[config.mk]
export PLATFORM = sky130hd
export DESIGN_NAME = regfile_wb_scoreboard
export DESIGN_NICKNAME = d
export VERILOG_FILES = /design/src/rtl/regfile_wb_scoreboard.sv
export SDC_FILE = /design/constraint.sdc
export NUM_CORES = 2
export LEC_CHECK = 0
export ABC_CLOCK_PERIOD_IN_PS = 46100
export BUFFER_PORTS_ARGS = -buffer_cell sky130_fd_sc_hd__buf_4
export CELL_PAD_IN_SITES_DETAIL_PLACEMENT = 1
export CELL_PAD_IN_SITES_GLOBAL_PLACEMENT = 1
export CORE_UTILIZATION = 52
export DETAILED_ROUTE_END_ITERATION = 6
export PLACE_DENSITY_LB_ADDON = 0.3
export SYNTH_ARGS = -nofsm -noshare
export SYNTH_HDL_FRONTEND = slang
export SYNTH_SLANG_ARGS = --single-unit
export TNS_END_PERCENT = 100
[constraint.sdc]
create_clock -name clk -period 46.1 [get_ports clk]
set_input_delay 9.22 -clock clk [delete_from_list [all_inputs] [get_ports clk]]
set_output_delay 9.22 -clock clk [all_outputs]
set_load 0.05 [all_outputs]
[src/rtl/regfile_wb_scoreboard.sv]
// regfile_wb_scoreboard: register file with write-back bypass and per-register pending-write scoreboard
module regfile_wb_scoreboard #(
  parameter int XLEN  = 32,
  parameter int CNT_W = 2
) (
  input  logic            clk,
  input  logic            reset,
  input  logic            werf_in,
  input  logic [4:0]      write_addr_in,
  input  logic [XLEN-1:0] write_data_in,
  input  logic [4:0]      rs1_addr,
  input  logic [4:0]      rs2_addr,
  input  logic            rs1_used,
  input  logic            rs2_used,
  input  logic            issue_valid,
  input  logic            issue_wr,
  input  logic [4:0]      issue_rd,
  output logic [XLEN-1:0] rs1_data,
  output logic [XLEN-1:0] rs2_data,
  output logic            stall,
  output logic            busy
);
  localparam logic [CNT_W-1:0] CNT_MAX = '1;
  logic [XLEN-1:0]  regs    [32];
  logic [CNT_W-1:0] cnt     [32];
  logic [CNT_W-1:0] cnt_nxt [32];
  logic dec, inc, full, haz1, haz2, hit1, hit2, hit_rd, any_nxt;
  assign dec    = werf_in && write_addr_in != 5'd0;
  assign hit1   = dec && write_addr_in == rs1_addr;
  assign hit2   = dec && write_addr_in == rs2_addr;
  assign hit_rd = dec && write_addr_in == issue_rd;
  assign rs1_data = rs1_addr == 5'd0 ? '0 : hit1 ? write_data_in : regs[rs1_addr];
  assign rs2_data = rs2_addr == 5'd0 ? '0 : hit2 ? write_data_in : regs[rs2_addr];
  // Entry 0 never counts, so x0 sources never raise a hazard.
  assign haz1  = rs1_used && cnt[rs1_addr] != '0 && !(hit1 && cnt[rs1_addr] == CNT_W'(1));
  assign haz2  = rs2_used && cnt[rs2_addr] != '0 && !(hit2 && cnt[rs2_addr] == CNT_W'(1));
  assign full  = issue_wr && issue_rd != 5'd0 && cnt[issue_rd] == CNT_MAX && !hit_rd;
  assign stall = issue_valid && (haz1 || haz2 || full);
  assign inc   = issue_valid && issue_wr && issue_rd != 5'd0 && !stall;
  always_comb begin
    any_nxt = 1'b0;
    for (int i = 0; i < 32; i++) begin
      cnt_nxt[i] = (inc && issue_rd == 5'(i)) && !(dec && write_addr_in == 5'(i)) ? cnt[i] + CNT_W'(1) :
                   (dec && write_addr_in == 5'(i)) && !(inc && issue_rd == 5'(i)) && cnt[i] != '0 ? cnt[i] - CNT_W'(1) :
                   cnt[i];
      any_nxt = any_nxt || cnt_nxt[i] != '0;
    end
  end
  always_ff @(posedge clk or posedge reset) begin
    if (reset) begin
      for (int i = 0; i < 32; i++) begin
        regs[i] <= '0;
        cnt[i]  <= '0;
      end
      busy <= 1'b0;
    end else begin
      if (dec) regs[write_addr_in] <= write_data_in;
      for (int i = 0; i < 32; i++) cnt[i] <= cnt_nxt[i];
      busy <= any_nxt;
    end
  end
endmodule
# Yosys cells after proc, flatten, opt, wreduce, memory -nomap -nowiden
# Cells that the tools add are included.
[classes]
addsub = 64
mux = 86
n_eq_ne = 68
reduce_logical = 351
n_bitwise = 4
magnitude_cmp = 5
[ops]
columns = ["operator", "count"]
rows = [
  ["$bwmux W1024", 1],
  ["$bmux W32 S5", 2],
  ["$mux W32", 9],
  ["$logic_and A1 B1 Y1", 178],
  ["$demux W32 S5", 1],
  ["$eq A5 B5 Y1 const B", 32],
  ["$mux W2", 70],
  ["$reduce_bool A2 Y1", 66],
  ["$eq A5 B4 Y1 const B", 16],
  ["$logic_not A1 Y1", 68],
  ["$add A2 B1 Y2 const B", 32],
  ["$sub A2 B1 Y2 const B", 32],
  ["$eq A5 B3 Y1 const B", 8],
  ["$logic_or A1 B1 Y1", 33],
  ["$bmux W2 S5", 3],
  ["$ge A6 B6 Y1 const B", 4],
  ["$not A5 Y6", 4],
  ["$eq A5 B2 Y1 const B", 4],
  ["$logic_not A5 Y1", 4],
  ["$eq A5 B5 Y1", 3],
  ["$eq A5 B1 Y1 const B", 2],
  ["$reduce_bool A5 Y1", 2],
  ["$lt A6 B1 Y1 const B", 1],
  ["$eq A2 B1 Y1 const B", 2],
  ["$eq A2 B2 Y1 const B", 1],
]
[totals]
elab_cells = 643
inputBits = 59
regBits = 1089
out_inout_bits = 66

# Logic depth before layout (Yosys ltp)
[depth]
word_depth = 51
depth_mapped = 17
mapped_depth_nobuf = 11

# Least setup slack after synthesis
# Ideal clock, no wire load.
[synth_timing]
kind = "input -> output"
startpoint = "in rs1_addr[2]"
endpoint = "out rs1_data[4]"
t_required_ns = 36.880
n_path_buf = 7
cell_stages = 11
setup_slack_ns = 24.034
t_arrival_ns = 12.846
cell_sequence = "buf_2 -> buf_2 -> buf_4 -> clkbuf_1 -> buf_1 -> clkbuf_1 -> buf_1 -> a211oi_1 -> a211oi_1 -> a21oi_1 -> a211oi_1"
[synth_between]
elab_chain_len = 6
elab_cells_between_ends = 9
cone_classes = "1 x eq/ne; 5 x mux; 1 x bitwise; 2 x reduce/logical"
[synth_lines]
columns = ["element", "line_no", "source"]
rows = [
  ["start: declaration", "11", "input logic [4:0] rs1_addr,"],
  ["$not A5 Y6 (not written as such)", "32", "assign rs1_data = rs1_addr == 5'd0 ? '0 : hit1 ? write_data_in : regs[rs1_addr];"],
  ["$bmux W32 S5", "32", ""],
  ["$mux W32 (not written as such) (2 in a row)", "32", ""],
  ["$mux W32", "32", ""],
  ["$mux W32 (*)", "32", ""],
  ["end: declaration", "18", "output logic [XLEN-1:0] rs1_data,"],
]
# Every way passes the cells marked *; elsewhere a longest branch is shown, timed or not. The select of a mux whose other input is x is not followed.

# Worst setup path after layout
[layout_timing]
startpoint = "in rs1_addr[0]"
endpoint = "out rs1_data[4]"
# Same word-level chain as after synthesis.

==> key figures <==
Die
  – Initial Util: 52.5%
  – Io pins: 125
  – Core ar.: 118000 um2
  – Die height: 347 um
  – Die width: 347 um
  – # rows: 126
  – Total die area: 120000 um2

Drt
  – Total Wirelength: 234 mm
  – DRC Markers: 0
  – Iteration-0 DRC Markers: 5604
  – Vias per cell: 7.12
  – ANT nets after route: 0
  – Via count: 48200
  – Routed WL per cell: 34.6 um
  – Drt first pass iters: 5

Synthesis
  – Yosys Warn Count: 0
  – Post-synth net total: 5401
  – Register bit count reported by yosys: 1089
  – Post-synth ARST share: 100%
  – Syn avg cell area: 11.6 um2
  – Synth unique cells: 86
  – Synth Instances: 5311
  – Post-synth EDFFs: 0
  – Register area share after synthesis: 44.1%
  – Cell taking the most area after synthesis: dfrtp_1
  – Area share of the leading cell type in the synthesized netlist: 44.1%
  – Top post-synthesis cells by area: dfrtp_1 (44%), mux4_2 (24%), nand2_1 (10%)
  – Mapped Area: 61900 um2
  – Dominant synthesized flop cell: dfrtp_1

STA
  – Setup TNS: 0 ps
  – Clock Skew: 58.1 ps
  – RSZ-0062 raised after global routing: false
  – Min cycle time layout: 23630 ps
  – Endpoints failing hold: 0
  – Measured slew at the worst slew-check pin: 1260 ps
  – Fin crit share: 51.3%
  – Slew Viols, Final: 0
  – # setup viols final: 0
  – Max Freq: 0.0423 GHz
  – Final WS setup: 22470 ps
  – Worst rel slew slack: 15.6%

Cells and area
  – Area Growth Syn to Fin: 10.2%
  – # nets final: 5221
  – Most common cell after layout, fill and taps aside: nand2_1
  – Share of cells above drive strength 1: 30.8%
  – Most frequent cells in the layout: nand2_1 (1673), dfrtp_1 (1089), mux4_2 (663)

Global route
  – Pin count of the biggest net entering global routing: 159
  – Gr ovfl total: 0
  – Initial antenna violation count: 4
  – Vias in the first global route: 51200
  – Tot GR Track Use: 39.5%
  – First-pass GRT wire length: 347 mm

Pwr
  – Max VDD drop: 0.0000333 V
  – Leakage power: 0.0311 uW
  – Clock power share: 33.4%
  – Switch share: 31.5%
  – Comb power frac: 25.3%
  – Switch Pwr: 1010 uW
  – Power, Total: 3210 uW
  – Fraction of power consumed by sequential logic: 41.3%
  – Pwr/cell area: 47.1 nW/um2
  – Pint: 2200 uW

Setup path
  – Max FO, Critical Path: 70
  – CP required: 36880 ps
  – Worst setup EP type: primary output
  – Worst Path Buf+Inv: 5
  – WP data arrival: 14410 ps
  – Worst path max stage delay: 800 ps
  – Cells along the critical path: buf_8 > buf_4 > buf_4 > buf_4 > mux4_2 > mux4_2 > a21oi_1 > a211oi_1 > buf_4
  – Worst setup path class: in2out
  – Worst setup SP type: primary input
  – Most used cell, CP: buf_4
  – Top Family by Delay on Critical Path: buffers and inverters
  – Slowest CP cell: buf_4

CTS
  – Hold buffers post-CTS: 0
  – CTS tree: built
  – Root buf cell: clkbuf_16
  – Clock slew at reported path FFs: 60 ps
  – Total CTS buffers: 114
  – CTS Buffer Depth: 3
  – Cts repair resizes: 0
  – CTS H-tree depth: 3
  – # clock sinks: 1089
  – Worst-skew pair later-pin latency: 740 ps
  – Post-CTS Setup Repair Bufs: 0

Placement
  – Port bufs: 124
  – Hpwl dp: 125 mm
  – Pre-CTS WS: 22470 ps
  – GPL Wtd Cong: 0.911

Status
  – Outcome: completed

Run
  – Max_cap viols: 0

Worst hold path
  – HP Class: reg2reg
## cells by family (layout without fill, tap and decap cells)
logic type | after synthesis | after routing | synth area share (%)
other | 0 | 1 | 0
AND/OR/NAND/NOR | 2056 | 2056 | 13.4
buffers and inverters | 589 | 509 | 3.72
AO/OA/AOI/OAI | 283 | 283 | 3.54
adder cells (fa/ha/maj) | 31 | 31 | 0.627
flip-flops | 1089 | 1089 | 44.1
multiplexers | 1225 | 1225 | 34.1
XOR/XNOR | 38 | 38 | 0.538
## Yosys cell counts, types with 4 or more instances
library cell	number
nand2_1	1692
dfrtp_1	1089
mux4_2	663
mux2_2	452
clkbuf_1	426
nor2_1	129
mux2i_1	110
a211oi_1	89
inv_1	77
buf_1	55
nand3_1	54
nor3_1	44
ha_1	31
nor2b_1	27
xnor2_1	27
a21oi_1	26
buf_2	17
nor4_1	14
or3_1	14
a22oi_1	13
and2_1	13
o21ai_0	13
o31ai_1	13
nand4_1	11
xor2_1	11
and3_1	10
buf_4	10
o211ai_1	10
o221ai_1	10
a31oi_1	9
nand2b_1	9
a41o_1	8
a21o_1	7
or4_1	7
a31o_2	6
o21bai_1	6
or2_2	6
a21boi_0	5
a211o_1	4
buf_6	4
nor4b_1	4
o21ba_2	4
o22ai_1	4
o31a_1	4
o41ai_1	4
## final timing paths
kind	cells after the start	slack [ps]	startpoint	to
max in group asynchronous	5	34120	reset	regs[821]
worst min register to register	0	400	regs[1016]	regs[1016]
min in group asynchronous	2	8690	reset	regs[263]
worst min-delay path	0	400	regs[1016]	regs[1016]
worst max register to register	11	41270	cnt[17]	busy
worst max-delay path	9	22470	rs1_addr[0]	rs1_data[4]
## layer usage
| layer | GRT usage (%) | up-vias | wire, um |
|---|---|---|---|
| li1 | - | 18700 | - |
| met5 | 0 | - | 0 |
| met1 | 51.0 | 25500 | 84600 |
| met2 | 60.8 | 3165 | 108000 |
| met4 | 22.7 | 0 | 15000 |
| met3 | 10.3 | 857 | 26100 |
## cell type report
cell class              instances  area (um2)
multi-input cells            3633       32600
diodes                          1        2.50
inverters                      77         297
clock inverters                58        1010
repair buffers                216        1700
clock buffers                 158        3340
fillers                     11800       49800
well taps                    1536        1920
flip-flops and latches       1089       27300
## state kept, by name, summed over array words and instances (netlist names)
register and cells:
regs 1024, busy 1, cnt 64
## power by group through the flow
stage / Clock (uW) / Combinational, uW / Sequential (uW)
finish: 1070 / 811 / 1330
floorplan: 0 / 617 / 1260
global placement: 0 / 757 / 1300
global route: 1110 / 864 / 1340
detailed placement: 0 / 794 / 1320
CTS: 1080 / 806 / 1320
## stage by stage
step	cell area, um2	hold WS (ps)	cells	utilization [%]
floorplan	61900	441	5311	-
global placement	63800	377	6551	54.1
detailed placement	63800	384	6551	54.1
CTS	68200	397	6767	57.8
global route	68200	407	6767	57.8
finish	68200	397	6768	57.8
No activity file was read; power rests on OpenSTA's default activity.
